`config.mk`:
```
export PLATFORM = sky130hd
export DESIGN_NAME = pb_step_conditioner
export DESIGN_NICKNAME = d
export VERILOG_FILES = /design/src/rtl/pb_cond_pkg.sv /design/src/rtl/pb_sync2.sv /design/src/rtl/pb_step_conditioner.sv
export SDC_FILE = /design/constraint.sdc
export NUM_CORES = 1
export LEC_CHECK = 0
export CORE_MARGIN = 1
export CORE_UTILIZATION = 55
export DETAILED_ROUTE_END_ITERATION = 12
export GPL_ROUTABILITY_DRIVEN = 0
export GPL_TIMING_DRIVEN = 1
export MAX_ROUTING_LAYER = met4
export PLACE_DENSITY = 0.74
export SETUP_SLACK_MARGIN = 0.2
export SYNTH_ARGS = -nofsm -noshare
export SYNTH_HDL_FRONTEND = slang
export SYNTH_SLANG_ARGS = --single-unit
```
`constraint.sdc`:
```
create_clock -name hz100 -period 2.6 [get_ports hz100]
set_input_delay 0.52 -clock hz100 [delete_from_list [all_inputs] [get_ports hz100]]
set_output_delay 0.52 -clock hz100 [all_outputs]
set_load 0.1 [all_outputs]
```
`src/rtl/pb_cond_pkg.sv`:
```
// rtl/pb_cond_pkg.sv - shared types and constants for the pushbutton step conditioner
package pb_cond_pkg;

  typedef enum logic [2:0] {
    IDLE,
    PRESS_CHK,
    PRESSED,
    REPEAT,
    RELEASE_CHK
  } pb_state_t;

  localparam int STEP_CNT_W = 8;

  // Larger of two integers, used to size the shared hold counter
  function automatic int max2(input int a, input int b);
    return (a > b) ? a : b;
  endfunction

endpackage

```
`src/rtl/pb_sync2.sv`:
```
// rtl/pb_sync2.sv - two-flop synchroniser for an asynchronous level
module pb_sync2 (
  input  logic clk,
  input  logic reset,
  input  logic d,
  output logic q
);

  logic meta;

  // Two back-to-back flops; only q is safe to use downstream
  always_ff @(posedge clk) begin
    if (reset) begin
      meta <= 1'b0;
      q    <= 1'b0;
    end else begin
      meta <= d;
      q    <= meta;
    end
  end

endmodule

```
`src/rtl/pb_step_conditioner.sv`:
```
// rtl/pb_step_conditioner.sv - debounce, auto-repeat and count a pushbutton into a step enable
module pb_step_conditioner
  import pb_cond_pkg::*;
#(
  parameter int DEBOUNCE_TICKS = 5,
  parameter int REPEAT_DELAY   = 50,
  parameter int REPEAT_PERIOD  = 10
) (
  input  logic                  hz100,
  input  logic                  reset,
  input  logic                  btn_raw,
  input  logic                  repeat_en,
  output logic                  step,
  output logic                  level,
  output logic [STEP_CNT_W-1:0] step_count
);

  localparam int DEB_W  = $clog2(DEBOUNCE_TICKS + 1);
  localparam int HOLD_W = $clog2(max2(REPEAT_DELAY, REPEAT_PERIOD) + 1);

  // Counters hold "samples seen so far minus one" at the decision point, so the
  // accepting sample is the one that brings the run up to the full threshold.
  localparam logic [DEB_W-1:0]  DEB_LAST    = DEB_W'(DEBOUNCE_TICKS - 1);
  localparam logic [HOLD_W-1:0] DELAY_LAST  = HOLD_W'(REPEAT_DELAY - 1);
  localparam logic [HOLD_W-1:0] PERIOD_LAST = HOLD_W'(REPEAT_PERIOD - 1);

  pb_state_t         state;
  logic              btn_s;
  logic [DEB_W-1:0]  deb_cnt;
  logic [HOLD_W-1:0] hold_cnt;
  logic [HOLD_W-1:0] hold_last;

  pb_sync2 u_sync (
    .clk   (hz100),
    .reset (reset),
    .d     (btn_raw),
    .q     (btn_s)
  );

  // First repeat waits the long delay, later repeats use the short period
  always_comb begin
    hold_last = DELAY_LAST;
    if (state == REPEAT) hold_last = PERIOD_LAST;
  end

  // Debounce / repeat state machine; step and level are registered here
  always_ff @(posedge hz100) begin
    if (reset) begin
      state    <= IDLE;
      deb_cnt  <= '0;
      hold_cnt <= '0;
      step     <= 1'b0;
      level    <= 1'b0;
    end else begin
      step <= 1'b0;
      case (state)
        IDLE: begin
          if (btn_s) begin
            if (DEB_LAST == '0) begin
              state    <= PRESSED;
              step     <= 1'b1;
              level    <= 1'b1;
              hold_cnt <= '0;
              deb_cnt  <= '0;
            end else begin
              state   <= PRESS_CHK;
              deb_cnt <= DEB_W'(1);
            end
          end
        end
        PRESS_CHK: begin
          if (!btn_s) begin
            state   <= IDLE;
            deb_cnt <= '0;
          end else if (deb_cnt == DEB_LAST) begin
            state    <= PRESSED;
            step     <= 1'b1;
            level    <= 1'b1;
            hold_cnt <= '0;
            deb_cnt  <= '0;
          end else begin
            deb_cnt <= deb_cnt + DEB_W'(1);
          end
        end
        PRESSED, REPEAT: begin
          if (!btn_s) begin
            hold_cnt <= '0;
            if (DEB_LAST == '0) begin
              state   <= IDLE;
              level   <= 1'b0;
              deb_cnt <= '0;
            end else begin
              state   <= RELEASE_CHK;
              deb_cnt <= DEB_W'(1);
            end
          end else if (!repeat_en) begin
            hold_cnt <= '0;
          end else if (hold_cnt == hold_last) begin
            step     <= 1'b1;
            hold_cnt <= '0;
            state    <= REPEAT;
          end else begin
            hold_cnt <= hold_cnt + HOLD_W'(1);
          end
        end
        RELEASE_CHK: begin
          if (btn_s) begin
            state    <= PRESSED;
            hold_cnt <= '0;
            deb_cnt  <= '0;
          end else if (deb_cnt == DEB_LAST) begin
            state   <= IDLE;
            level   <= 1'b0;
            deb_cnt <= '0;
          end else begin
            deb_cnt <= deb_cnt + DEB_W'(1);
          end
        end
        default: begin
          state    <= IDLE;
          deb_cnt  <= '0;
          hold_cnt <= '0;
          level    <= 1'b0;
        end
      endcase
    end
  end

  // Running count of emitted steps, wrapping naturally at the counter width
  always_ff @(posedge hz100) begin
    if (reset) begin
      step_count <= '0;
    end else if (step) begin
      step_count <= step_count + STEP_CNT_W'(1);
    end
  end

endmodule

```
After elaboration in Yosys (flattened, before gate mapping)
Cells that the tools add are included.
{"block": "classes", "add_sub_neg": 3, "n_eq_ne": 17, "mux": 33, "n_bitwise": 2, "reduce_logical": 7}
{"operator": "6-bit two-way mux", "count": 7}
{"operator": "3-bit two-way mux", "count": 12}
{"operator": "3-bit one-hot mux with 4 select lines", "count": 2}
{"operator": "6-bit one-hot mux with 4 select lines", "count": 1}
{"operator": "5-bit AND reduction", "count": 2}
{"operator": "1-bit two-way mux", "count": 9}
{"operator": "3-bit inequality test, second input constant", "count": 3}
{"operator": "8-bit by 1-bit adder with 8-bit output, second input constant", "count": 1}
{"operator": "2-bit inequality test, second input constant", "count": 4}
{"operator": "6-bit by 1-bit adder with 6-bit output, second input constant", "count": 1}
{"operator": "3-bit by 2-bit equality test with 1-bit output, second input constant", "count": 2}
{"operator": "3-bit equality test, second input constant", "count": 2}
{"operator": "6-bit equality test", "count": 1}
{"operator": "2-bit by 1-bit inequality test with 1-bit output, second input constant", "count": 3}
{"operator": "4-bit AND reduction", "count": 1}
{"operator": "3-bit by 1-bit adder with 3-bit output, second input constant", "count": 1}
{"operator": "3-bit by 1-bit equality test with 1-bit output, second input constant", "count": 1}
{"operator": "3-bit logical NOT", "count": 1}
{"operator": "3-bit by 2-bit inequality test with 1-bit output, second input constant", "count": 1}
{"operator": "1-bit one-hot mux with 3 select lines", "count": 1}
{"operator": "3-bit OR reduction", "count": 1}
{"operator": "1-bit NOT", "count": 2}
{"operator": "1-bit one-hot mux with 2 select lines", "count": 1}
{"operator": "2-bit AND reduction", "count": 1}
{"operator": "2-bit OR reduction", "count": 1}
{"block": "word_totals", "register_bits": 24, "word_cells": 70}

Logic depth before layout (Yosys ltp)
{"block": "depth", "ltp_word": 7, "ltp_mapped": 7, "ltp_nobuf": 6}

Modules after synthesis
A second synthesis with hierarchy kept.
{"block": "unflattened", "cells_unflattened": 145, "hier_area_um2": 1234.9}
{"module": "pb_step_conditioner", "n_inst": 1, "cells_per_inst": 141, "area_per_inst_um2": 1182.4}
{"module": "pb_sync2", "n_inst": 1, "cells_per_inst": 4, "area_per_inst_um2": 52.6}

Worst setup path after synthesis
No wires, ideal clock.
{"block": "synth_path", "path_type": "register to register", "from": "register step", "to": "register step_count[7]", "setup_time_ns": 0.071, "t_arrival_ns": 1.955, "t_required_ns": 2.529, "slack_ns": 0.575, "stages_incl_launch_ff": 5, "path_buffers": 1, "cell_sequence": "dfxtp_1 clkbuf_1 nand4_1 or3_1 a21oi_1"}
{"item": "from (decl)", "line": "pb_step_conditioner.sv:13", "rtl": "output logic step,"}
{"item": "from (signal assigned)", "line": "pb_step_conditioner.sv:52", "rtl": "step <= 1'b0;"}
{"item": "from (signal assigned)", "line": "pb_step_conditioner.sv:55", "rtl": "step <= 1'b0;"}
{"item": "from (signal assigned)", "line": "pb_step_conditioner.sv:61", "rtl": "step <= 1'b1;"}
{"item": "to (signal assigned)", "line": "pb_step_conditioner.sv:134", "rtl": "step_count <= step_count + STEP_CNT_W'(1);"}
{"item": "to (decl)", "line": "pb_step_conditioner.sv:15", "rtl": "output logic [STEP_CNT_W-1:0] step_count"}

Worst setup path after layout
{"block": "layout_path", "from": "register deb_cnt[0]", "to": "register hold_cnt[5]"}
{"block": "layout_via", "elab_chain_len": 3}
{"item": "from (decl)", "line": "pb_step_conditioner.sv:29", "rtl": "logic [DEB_W-1:0] deb_cnt;"}
{"item": "from (signal assigned)", "line": "pb_step_conditioner.sv:82", "rtl": "deb_cnt <= deb_cnt + DEB_W'(1);"}
{"item": "from (signal assigned)", "line": "pb_step_conditioner.sv:116", "rtl": "deb_cnt <= deb_cnt + DEB_W'(1);"}
{"item": "3-bit equality test", "line": "pb_step_conditioner.sv:75", "rtl": "end else if (deb_cnt == DEB_LAST) begin"}
{"item": "2-bit inequality test (no line)"}
{"item": "4-bit AND reduction (no line)"}
{"item": "to (signal assigned)", "line": "pb_step_conditioner.sv:103", "rtl": "hold_cnt <= hold_cnt + HOLD_W'(1);"}
{"item": "to (decl)", "line": "pb_step_conditioner.sv:30", "rtl": "logic [HOLD_W-1:0] hold_cnt;"}
Every way passes these cells.
A chain may end at the register's enable or synchronous reset.

==> metrics.txt <==
clock-pin slew on the worst setup and hold paths=140 ps; power consumption=0.000665 W; switch share=0.192; sequential share of power=0.564; CP Data Required Time=2840 ps; crit end category=flip-flop; top-level port count=14; CP Class=flip-flop to flip-flop; Die X=49.5 µm; Async S/R FF share, synth=0; antenna violations before repair=0; mux cell area share after synthesis=0.0242; Vias=1016; initial core utilization=0.607; CTS root buf=clkbuf_4; Synth Area in XOR/XNOR=0.0424; clock skew=11.1 ps; DRC viols=0; Internal=0.000537 W; count of nets after finishing=164; # hold bufs at CTS=0; clk_lat worst skew=320 ps; drt pass-1 iters=4; EDFF count, synth=0; CTS Sinks=24; grt total ovfl=0; CTS tree=done; H-tree levels=1; crit path time final=1920 ps; measured slew at the worst slew-check pin=419 ps; row cnt=16; TritonCTS Buffers=3; largest net degree at the start of global routing=19; # Post-CTS Setup Buffers=0; Setup TNS=0 ps; CTS resizes=0; vias in the first global route=911; Critical Path AT=2150 ps; post-DP HPWL=1.64 mm; setup-violating endpoint count in the final report=0; I/O Buffers=13; worst hold path class=flip-flop to flip-flop; CP Launch Type=flip-flop; status=completed; Cells after DPL=177; cell taking the most area after synthesis=dfxtp_1; Vias/cell=5.61; initial DRC count=13; max_slew headroom=0.721; top post-synthesis cells by count=dfxtp_1 (24), nand2_1 (11), nor2_1 (10); max-capacitance violation count=0; period utilization=0.737; FMAX=522 MHz; pwr/cell area=477 nW/µm²; sequential share of the synthesized area=0.388; post-layout util=0.683; global-route wire length before repair=3.99 mm; GRT Resource Usage Total=0.216; P_sw=0.000127 W; wire length per cell=12.5 µm; final wirelength=2.26 mm; Synth Flop Type=dfxtp_1; # diodes=0; die area=2450 µm²; syn nets=153; #FFs+latches synth=24; die height=49.5 µm; clock share of power=0.402; Post-Synthesis Cells=144; share of cells above drive strength 1=0.117; complex-gate fraction of the synthesized area=0.196; area share of the largest cell type after synthesis=0.388; most common cell in the netlist=dfxtp_1; Yosys warning count=0; Post-Synth Simple-Gate Area=0.246; Pins Over Slew Limit=0; synthesized area=1240 µm²; critical path peak fanout=12; Synth area leaders=dfxtp_1 (39%), ha_1 (5.1%), a21oi_1 (3.6%), xor2_1 (3.5%), nand2_1 (3.3%); Comb pwr share=0.034; Syn Area/Cell=8.60 µm²; final hold vios=0; Unique masters post-synth=44; leakage power=0.510 nW; clk buf depth=2; Final Instance Count excl. Fillers=181; RSZ-0062 raised after global routing=no; Post-DRT Antenna Nets=0; adder-cell area share of the yosys netlist=0.0505; Peak VDD IR=0.000386 V; largest family of logic cells by synthesized area=simple AND/OR/NAND/NOR gates; area of the core=2040 µm²; area growth from synthesis to layout=12.6%
area by class of cell:
type,instances,area (µm²)
Clock buffer,3,22.5
Clock inverter,1,30.0
Fill cell,186,647
Inverter,6,22.5
Multi-Input combinational cell,106,693
Sequential cell,24,480
Tap cell,27,33.8
Timing Repair Buffer,14,113
sequential cells by signal, indices dropped and copies added (netlist names):
name	count
step	1
u_sync.meta	1
hold_cnt	6
level	1
u_sync.q	1
state	3
step_count	8
deb_cnt	3
power by group through the flow:
| stage | Clock, W | Sequential [W] | Combinational, W |
|---|---|---|---|
| after floorplan | 0 | 0.000380 | 0.0000168 |
| after global placement | 0 | 0.000383 | 0.0000221 |
| after detailed placement | 0 | 0.000383 | 0.0000229 |
| after CTS | 0.000273 | 0.000375 | 0.0000229 |
| after global routing | 0.000286 | 0.000376 | 0.0000258 |
| final | 0.000267 | 0.000375 | 0.0000224 |
cell usage in the layout, fill, tap and decap left out, drive strengths merged, types with 3 or more instances in the layout:
master	count
buf	11
or3	6
ha	5
clkdlybuf4s50	3
nor3	3
nand3b	3
dfxtp	24
clkbuf	3
nand4	3
nand3	4
xor2	5
a22oi	3
nor2b	6
nand2	12
mux2i	3
nand2b	4
o21ai	8
a21oi	9
nor2	10
inv	6
critical path: stages (launching register included):
cell and delay (ps):
dfxtp_1 380, inv_1 70, ha_1 150, nand2_1 130, o211a_1 390, or4_1 540, a22oi_1 170
per-stage QoR:
stage / setup WS, ps / instance area [µm²] / hold WS, ps
detailed placement: 700 / 1340 / 446
global placement: 732 / 1340 / 420
floorplan: 575 / 1240 / 414
finish: 685 / 1400 / 450
CTS: 677 / 1400 / 456
global route: 547 / 1400 / 470
metal layers:
layer / global-route usage / up-vias / wire, µm
met5: - / - / 0
met4: 0.0810 / 0 / 23
met3: 0.0278 / 4 / 40
met2: 0.349 / 9 / 1090
met1: 0.276 / 470 / 1100
li1: - / 533 / -
worst paths after layout:
| path | from | to | slack (ps) | cells past startpoint |
|---|---|---|---|---|
| setup reg to reg | deb_cnt[0] | hold_cnt[5] | 680 | 6 |
| setup / recovery | deb_cnt[0] | hold_cnt[5] | 680 | 6 |
| hold reg to reg | u_sync.meta | u_sync.q | 450 | 1 |
| hold / removal | u_sync.meta | u_sync.q | 450 | 1 |
cells by family (layout without fill, tap and decap cells):
| kind of cell | after synthesis | count (layout) |
|---|---|---|
| XOR/XNOR | 6 | 6 |
| flip-flops | 24 | 24 |
| buffers and inverters | 14 | 24 |
| AND/OR/NAND/NOR | 57 | 57 |
| multiplexers | 3 | 3 |
| AO/OA/AOI/OAI | 35 | 35 |
| adder cells (fa/ha/maj) | 5 | 5 |
No activity file was read; power rests on OpenSTA's default activity.
